<file path="src/rtl/nois_system_mem_stream_reader_if.sv">
// Bundle of the control, memory-port and stream signals of the block reader.
// master = the reader itself, slave = the surrounding system (RAM, sink, controller).
interface nois_system_mem_stream_reader_if #(
  parameter int ADDR_W = 11,
  parameter int DATA_W = 16
);
  // Block request / status
  logic                start;
  logic [ADDR_W-1:0]   base_addr;
  logic [ADDR_W:0]     length;
  logic                busy;
  logic                done;
  // Memory read port (fixed one-cycle read latency)
  logic [ADDR_W-1:0]   m_address;
  logic                m_chipselect;
  logic                m_write;
  logic [DATA_W-1:0]   m_writedata;
  logic [DATA_W/8-1:0] m_byteenable;
  logic                m_clken;
  logic [DATA_W-1:0]   m_readdata;
  // Output stream
  logic [DATA_W-1:0]   st_data;
  logic                st_valid;
  logic                st_ready;
  logic                st_sop;
  logic                st_eop;

  modport master (
    input  start, base_addr, length, m_readdata, st_ready,
    output busy, done, m_address, m_chipselect, m_write, m_writedata,
           m_byteenable, m_clken, st_data, st_valid, st_sop, st_eop
  );

  modport slave (
    output start, base_addr, length, m_readdata, st_ready,
    input  busy, done, m_address, m_chipselect, m_write, m_writedata,
           m_byteenable, m_clken, st_data, st_valid, st_sop, st_eop
  );
endinterface

</file>
<file path="src/rtl/nois_system_mem_stream_reader.sv">
// Block reader: streams `length` consecutive words from an on-chip RAM port
// (read latency 1) out through a small FIFO with sop/eop framing.
// Reads are only issued when the FIFO is guaranteed room for the returning word.
module nois_system_mem_stream_reader #(
  parameter int ADDR_W     = 11,
  parameter int DATA_W     = 16,
  parameter int FIFO_DEPTH = 4
) (
  input  logic clk,
  input  logic reset_n,
  nois_system_mem_stream_reader_if.master bus
);
  localparam int PTR_W = (FIFO_DEPTH > 1) ? $clog2(FIFO_DEPTH) : 1;
  localparam int CNT_W = PTR_W + 1;
  localparam int LEN_W = ADDR_W + 1;

  typedef enum logic [1:0] {
    S_IDLE  = 2'd0,
    S_RUN   = 2'd1,
    S_DRAIN = 2'd2
  } state_t;

  state_t              r_state;
  state_t              w_next_state;
  logic [ADDR_W-1:0]   r_addr;
  logic [LEN_W-1:0]    r_len;
  logic [LEN_W-1:0]    r_issued;
  logic [LEN_W-1:0]    r_out_idx;
  logic                r_rd_vld_p1;   // a read was issued last cycle; its data arrives now
  logic                r_zero_done;
  logic [DATA_W-1:0]   r_fifo [FIFO_DEPTH];
  logic [PTR_W-1:0]    r_wr_ptr;
  logic [PTR_W-1:0]    r_rd_ptr;
  logic [CNT_W-1:0]    r_count;

  logic                w_start_ok;
  logic                w_start_zero;
  logic [CNT_W-1:0]    w_occupancy;
  logic                w_issue;
  logic                w_last_issue;
  logic                w_push;
  logic                w_pop;
  logic                w_st_valid;
  logic                w_drain_exit;

  assign w_start_ok   = (r_state == S_IDLE) && bus.start && (bus.length != '0);
  assign w_start_zero = (r_state == S_IDLE) && bus.start && (bus.length == '0);
  // Words buffered plus the word still in flight must leave room for one more.
  assign w_occupancy  = r_count + CNT_W'(r_rd_vld_p1);
  assign w_issue      = (r_state == S_RUN) && (w_occupancy < CNT_W'(FIFO_DEPTH))
                        && (r_issued < r_len);
  assign w_last_issue = w_issue && ((r_issued + LEN_W'(1)) == r_len);
  assign w_push       = r_rd_vld_p1;
  assign w_st_valid   = (r_count != '0);
  assign w_pop        = w_st_valid && bus.st_ready;
  assign w_drain_exit = (r_state == S_DRAIN) && !r_rd_vld_p1 && !w_st_valid;

  // State register
  always_ff @(posedge clk or negedge reset_n) begin
    if (!reset_n) r_state <= S_IDLE;
    else          r_state <= w_next_state;
  end

  // Next-state logic
  always_comb begin
    w_next_state = r_state;
    case (r_state)
      S_IDLE:  if (w_start_ok)   w_next_state = S_RUN;
      S_RUN:   if (w_last_issue) w_next_state = S_DRAIN;
      S_DRAIN: if (w_drain_exit) w_next_state = S_IDLE;
      default: w_next_state = S_IDLE;
    endcase
  end

  // Transfer bookkeeping: address, length, issue/output counters, read pipeline
  always_ff @(posedge clk or negedge reset_n) begin
    if (!reset_n) begin
      r_addr      <= '0;
      r_len       <= '0;
      r_issued    <= '0;
      r_out_idx   <= '0;
      r_rd_vld_p1 <= 1'b0;
      r_zero_done <= 1'b0;
    end else begin
      r_rd_vld_p1 <= w_issue;
      r_zero_done <= w_start_zero;
      if (w_start_ok) begin
        r_addr    <= bus.base_addr;
        r_len     <= bus.length;
        r_issued  <= '0;
        r_out_idx <= '0;
      end else begin
        if (w_issue) begin
          r_addr   <= r_addr + ADDR_W'(1);
          r_issued <= r_issued + LEN_W'(1);
        end
        if (w_pop) r_out_idx <= r_out_idx + LEN_W'(1);
      end
    end
  end

  // FIFO pointers and fill count
  always_ff @(posedge clk or negedge reset_n) begin
    if (!reset_n) begin
      r_wr_ptr <= '0;
      r_rd_ptr <= '0;
      r_count  <= '0;
    end else begin
      if (w_push) r_wr_ptr <= r_wr_ptr + PTR_W'(1);
      if (w_pop)  r_rd_ptr <= r_rd_ptr + PTR_W'(1);
      case ({w_push, w_pop})
        2'b10:   r_count <= r_count + CNT_W'(1);
        2'b01:   r_count <= r_count - CNT_W'(1);
        default: r_count <= r_count;
      endcase
    end
  end

  // FIFO storage captures the word returned for last cycle's read
  always_ff @(posedge clk) begin
    if (w_push) r_fifo[r_wr_ptr] <= bus.m_readdata;
  end

  assign bus.busy         = (r_state != S_IDLE) && !w_drain_exit;
  assign bus.done         = w_drain_exit || r_zero_done;
  assign bus.m_address    = r_addr;
  assign bus.m_chipselect = w_issue;
  assign bus.m_write      = 1'b0;
  assign bus.m_writedata  = '0;
  assign bus.m_byteenable = '1;
  assign bus.m_clken      = 1'b1;
  assign bus.st_data      = r_fifo[r_rd_ptr];
  assign bus.st_valid     = w_st_valid;
  assign bus.st_sop       = w_st_valid && (r_out_idx == '0);
  assign bus.st_eop       = w_st_valid && (r_out_idx == (r_len - LEN_W'(1)));
endmodule

</file>
<file path="src/flat_wrapper.sv">
// flat-port wrapper written by rule: the top's interface ports become plain ports
module nois_system_mem_stream_reader_flat 
#(
  parameter int ADDR_W     = 11,
  parameter int DATA_W     = 16,
  parameter int FIFO_DEPTH = 4
)
  (clk, reset_n, bus_start, bus_base_addr, bus_length, bus_m_readdata, bus_st_ready, bus_busy, bus_done, bus_m_address, bus_m_chipselect, bus_m_write, bus_m_writedata, bus_m_byteenable, bus_m_clken, bus_st_data, bus_st_valid, bus_st_sop, bus_st_eop);
  nois_system_mem_stream_reader_if #(.ADDR_W(ADDR_W), .DATA_W(DATA_W)) bus_i ();
  input  logic clk;
  input  logic reset_n;
  input wire logic [$bits(bus_i.start)-1:0] bus_start;
  input wire logic [$bits(bus_i.base_addr)-1:0] bus_base_addr;
  input wire logic [$bits(bus_i.length)-1:0] bus_length;
  input wire logic [$bits(bus_i.m_readdata)-1:0] bus_m_readdata;
  input wire logic [$bits(bus_i.st_ready)-1:0] bus_st_ready;
  output wire logic [$bits(bus_i.busy)-1:0] bus_busy;
  output wire logic [$bits(bus_i.done)-1:0] bus_done;
  output wire logic [$bits(bus_i.m_address)-1:0] bus_m_address;
  output wire logic [$bits(bus_i.m_chipselect)-1:0] bus_m_chipselect;
  output wire logic [$bits(bus_i.m_write)-1:0] bus_m_write;
  output wire logic [$bits(bus_i.m_writedata)-1:0] bus_m_writedata;
  output wire logic [$bits(bus_i.m_byteenable)-1:0] bus_m_byteenable;
  output wire logic [$bits(bus_i.m_clken)-1:0] bus_m_clken;
  output wire logic [$bits(bus_i.st_data)-1:0] bus_st_data;
  output wire logic [$bits(bus_i.st_valid)-1:0] bus_st_valid;
  output wire logic [$bits(bus_i.st_sop)-1:0] bus_st_sop;
  output wire logic [$bits(bus_i.st_eop)-1:0] bus_st_eop;
  assign bus_i.start = bus_start;
  assign bus_i.base_addr = bus_base_addr;
  assign bus_i.length = bus_length;
  assign bus_i.m_readdata = bus_m_readdata;
  assign bus_i.st_ready = bus_st_ready;
  assign bus_busy = bus_i.busy;
  assign bus_done = bus_i.done;
  assign bus_m_address = bus_i.m_address;
  assign bus_m_chipselect = bus_i.m_chipselect;
  assign bus_m_write = bus_i.m_write;
  assign bus_m_writedata = bus_i.m_writedata;
  assign bus_m_byteenable = bus_i.m_byteenable;
  assign bus_m_clken = bus_i.m_clken;
  assign bus_st_data = bus_i.st_data;
  assign bus_st_valid = bus_i.st_valid;
  assign bus_st_sop = bus_i.st_sop;
  assign bus_st_eop = bus_i.st_eop;
  nois_system_mem_stream_reader #(.ADDR_W(ADDR_W), .DATA_W(DATA_W), .FIFO_DEPTH(FIFO_DEPTH)) u_core (.clk(clk), .reset_n(reset_n), .bus(bus_i));
endmodule
</file>
<file path="config.mk">
export PLATFORM = sky130hd
export DESIGN_NAME = nois_system_mem_stream_reader_flat
export DESIGN_NICKNAME = d
export VERILOG_FILES = /design/src/rtl/nois_system_mem_stream_reader_if.sv /design/src/rtl/nois_system_mem_stream_reader.sv /design/src/flat_wrapper.sv
export SDC_FILE = /design/constraint.sdc
export NUM_CORES = 1
export LEC_CHECK = 0
export CAP_MARGIN = 20
export CORE_ASPECT_RATIO = 0.7
export CORE_MARGIN = 5
export CORE_UTILIZATION = 30
export CTS_CLUSTER_DIAMETER = 40
export DETAILED_ROUTE_END_ITERATION = 7
export GPL_ROUTABILITY_DRIVEN = 0
export PLACE_DENSITY = 0.57
export SETUP_SLACK_MARGIN = 0.2
export SYNTH_ARGS = -nofsm -noshare
export SYNTH_HDL_FRONTEND = slang
export SYNTH_SLANG_ARGS = --single-unit
</file>
<file path="constraint.sdc">
create_clock -name clk -period 5.9 [get_ports clk]
set_input_delay 0.885 -clock clk [delete_from_list [all_inputs] [get_ports clk]]
set_output_delay 0.885 -clock clk [all_outputs]
set_load 0.05 [all_outputs]
</file>
==> run metrics <==
outcome finished clean; CP Class reg2out; leading area contributor after synthesis edfxtp_1; DP HPWL 10,390 um; Post-synth EDFFs 64; global-route wire length before repair 23,820 um; top cell type's share of synthesized area 30.62%; cell count after synthesis 544; Critical path origin u_core.r_len[2]$_DFFE_PN0P_; Setup Buffers After CTS 0; grt ovf 0; max-slew violation count 0; Min Clock Period, post-route 4.535 ns; FMAX 220.5 MHz; R2R Path End u_core.bus.m_address[5]$_DFFE_PN0P_; Area Overhead vs Synth 24.08%; Slew @ Worst Pin 0.9004 ns; peak supply drop 0.3215 mV; initial antenna violation count 1; Remaining DRCs 0; most frequent cells in the layout clkdlybuf4s50_1 (74), edfxtp_1 (64), dfrtp_1 (58); clk_lat worst skew 0.41 ns; power per cell area 556.4 mW/mm^2; H-Tree Depth 4; die area 0.02396 mm^2; routed len/inst 16.13 um; Min-Delay Path Class reg2reg; ratio of cells with drive above 1 in the final layout 9.968%; Synth Cell Area 0.006277 mm^2; Crit path required time 5.02 ns; final worst path period share 76.87%; Critical Path AT 3.65 ns; Starting DRT DRC Count 263; Nets 686; clock skew 0.01180 ns; number of global-route vias before repair 4,427; Die Span Y 131.0 um; RSZ-0062 raised after global routing no; Crit. End Element output pin; Worst Setup EP bus_st_eop; CP Launch Type flop; dpl ws 1.770 ns; drt total wl 14,650 um; PostCTS Resize Cnt 0; # setup viols final 0; main area contributors after synthesis edfxtp_1 (31%), dfrtp_1 (23%), mux4_2 (5.7%); die width 182.9 um; Fin. Hold Viols 0; DRT Pass-1 Iters 4; n_diodes 0; Final ANT Viol Nets 0; CTS tree built; Vias/cell 4.764; GRT Overall Usage 12.70%; Initial Util 30.41%; YS warnings 0; register area share after synthesis 53.74%; largest net degree at the start of global routing 59; commonest non-fill, non-tap cell in the layout clkdlybuf4s50_1; CP Max Fanout 8; FF-to-FF Start u_core.r_len[7]$_DFFE_PN0P_; FP Rows 44; Post-Syn Area per Cell 11.54 um^2; port buffer count 75; Post-Layout Cell Count 908; IO Pins 96; worst setup margin 1.365 ns; ys async rst share 47.54%; CTS Buf Count 17; FF+latch count, synth 122; synth unique cells 53; placed insts 876; clock root cell clkbuf_16; Main synth FF type edfxtp_1; R2R depth 10; Vias 4,326; clock transition at the registers of the reported paths 0.06 ns; Sink Count 122; Slew HR 39.97%; R2R setup slack 3.12 ns; LEAKAGE 3.062 nW; max_cap viols 0; CTS hold repair buffers 0; setup_tns 0 ns; CTS Buffer Depth 2; core area 0.02064 mm^2; fillers 1,986
[power breakdown]
part           leakage [nW]  internal, mW  switching (mW)
combinational          1.49         0.767            1.21
clock                 0.264         0.578           0.385
sequential             1.31          1.15           0.253
total                  3.06          2.49            1.84
[flip-flops by register name, indices dropped and copies added, names as in the netlist]
signal and count:
u_core.bus.m_address 11, u_core.r_zero_done 1, u_core.r_len 12, u_core.r_rd_vld_p1 1, u_core.r_state 2, u_core.r_fifo 64, u_core.r_rd_ptr 2, u_core.r_out_idx 12
u_core.r_wr_ptr 2, u_core.r_count 3, u_core.r_issued 12
[worst max-delay path, cell delays in order (launching register included)]
cell             delay [ns]
dfrtp_1                0.48
or4_4                  0.55
or4_4                  0.46
or3_1                  0.34
xnor2_1                0.15
nand3_1                0.11
nor4b_2                0.31
clkdlybuf4s50_1        0.86
[synthesized netlist by cell type (all sizes together) (5+ instances only)]
library cell,instances
edfxtp,64
dfrtp,58
nand2,45
inv,37
o21ai,31
a21oi,29
buf,27
nor2,27
ha,23
xnor2,23
xor2,22
nand3,17
clkbuf,16
mux4,16
or3,10
and3,9
and2,8
nor3,8
nand4,6
nor3b,6
o21bai,6
a211oi,5
[final cells by class]
class | instances | area [um^2] | share of cell area (%)
Clock inverter | 15 | 127.6 | 1.639
Tap cell | 276 | 345.3 | 4.434
Timing Repair Buffer | 81 | 790.8 | 10.15
Multi-Input combinational cell | 360 | 2587 | 33.22
Sequential cell | 122 | 3373 | 43.31
Clock buffer | 17 | 425.4 | 5.462
Inverter | 37 | 138.9 | 1.783
[through the flow]
| step | util [%] | area, um^2 | power [mW] | hold slack [ns] |
|---|---|---|---|---|
| 2_1_floorplan | - | 6345 | 2.788 | 0.4743 |
| 3_3_place_gp | 35.05 | 7236 | 3.352 | 0.4821 |
| 3_5_place_dp | 35.05 | 7236 | 3.396 | 0.4899 |
| 4_1_cts | 37.73 | 7789 | 4.384 | 0.5026 |
| 5_1_grt | 37.73 | 7789 | 4.618 | 0.5321 |
| 6_report | 37.73 | 7789 | 4.334 | 0.5039 |
[worst min path at each step]
stage	start	end	slack [ns]	cells after the start
after CTS	u_core.r_rd_ptr[0]$_DFFE_PN0P_	u_core.r_rd_ptr[0]$_DFFE_PN0P_	0.50	1
final	u_core.r_rd_ptr[0]$_DFFE_PN0P_	u_core.r_rd_ptr[0]$_DFFE_PN0P_	0.50	1
after detailed placement	u_core.r_rd_ptr[0]$_DFFE_PN0P_	u_core.r_rd_ptr[0]$_DFFE_PN0P_	0.49	1
after global routing	u_core.r_rd_ptr[0]$_DFFE_PN0P_	u_core.r_rd_ptr[0]$_DFFE_PN0P_	0.53	1
after global placement	u_core.r_rd_ptr[0]$_DFFE_PN0P_	u_core.r_rd_ptr[0]$_DFFE_PN0P_	0.48	1
after floorplan	u_core.r_count[2]$_DFFE_PN0P_	u_core.r_count[2]$_DFFE_PN0P_	0.47	1
[kinds of logic (layout without fill, tap and decap cells)]
logic type,after synthesis,count (layout),share of synthesized area (%)
xor gates and xnor gates,45,45,6.279
buffers and inverters,80,150,6.119
and+or+nand+nor,156,156,12.86
DFF,122,122,53.74
AOI/OAI and AO/OA,93,93,9.249
adders and majority gates,24,24,4.903
muxes,22,22,6.737
other,2,20,0.1196
[per-layer routing]
layer / track usage (%) / up-vias / part of all wire [%]
met5: 0 / - / 0.075
met4: 3.503 / 2 / 0.72
met3: 3.293 / 10 / 4.8
met2: 19.19 / 105 / 45
met1: 18.19 / 2140 / 49
li1: - / 2069 / -
Power figures use the tool's default switching activity.
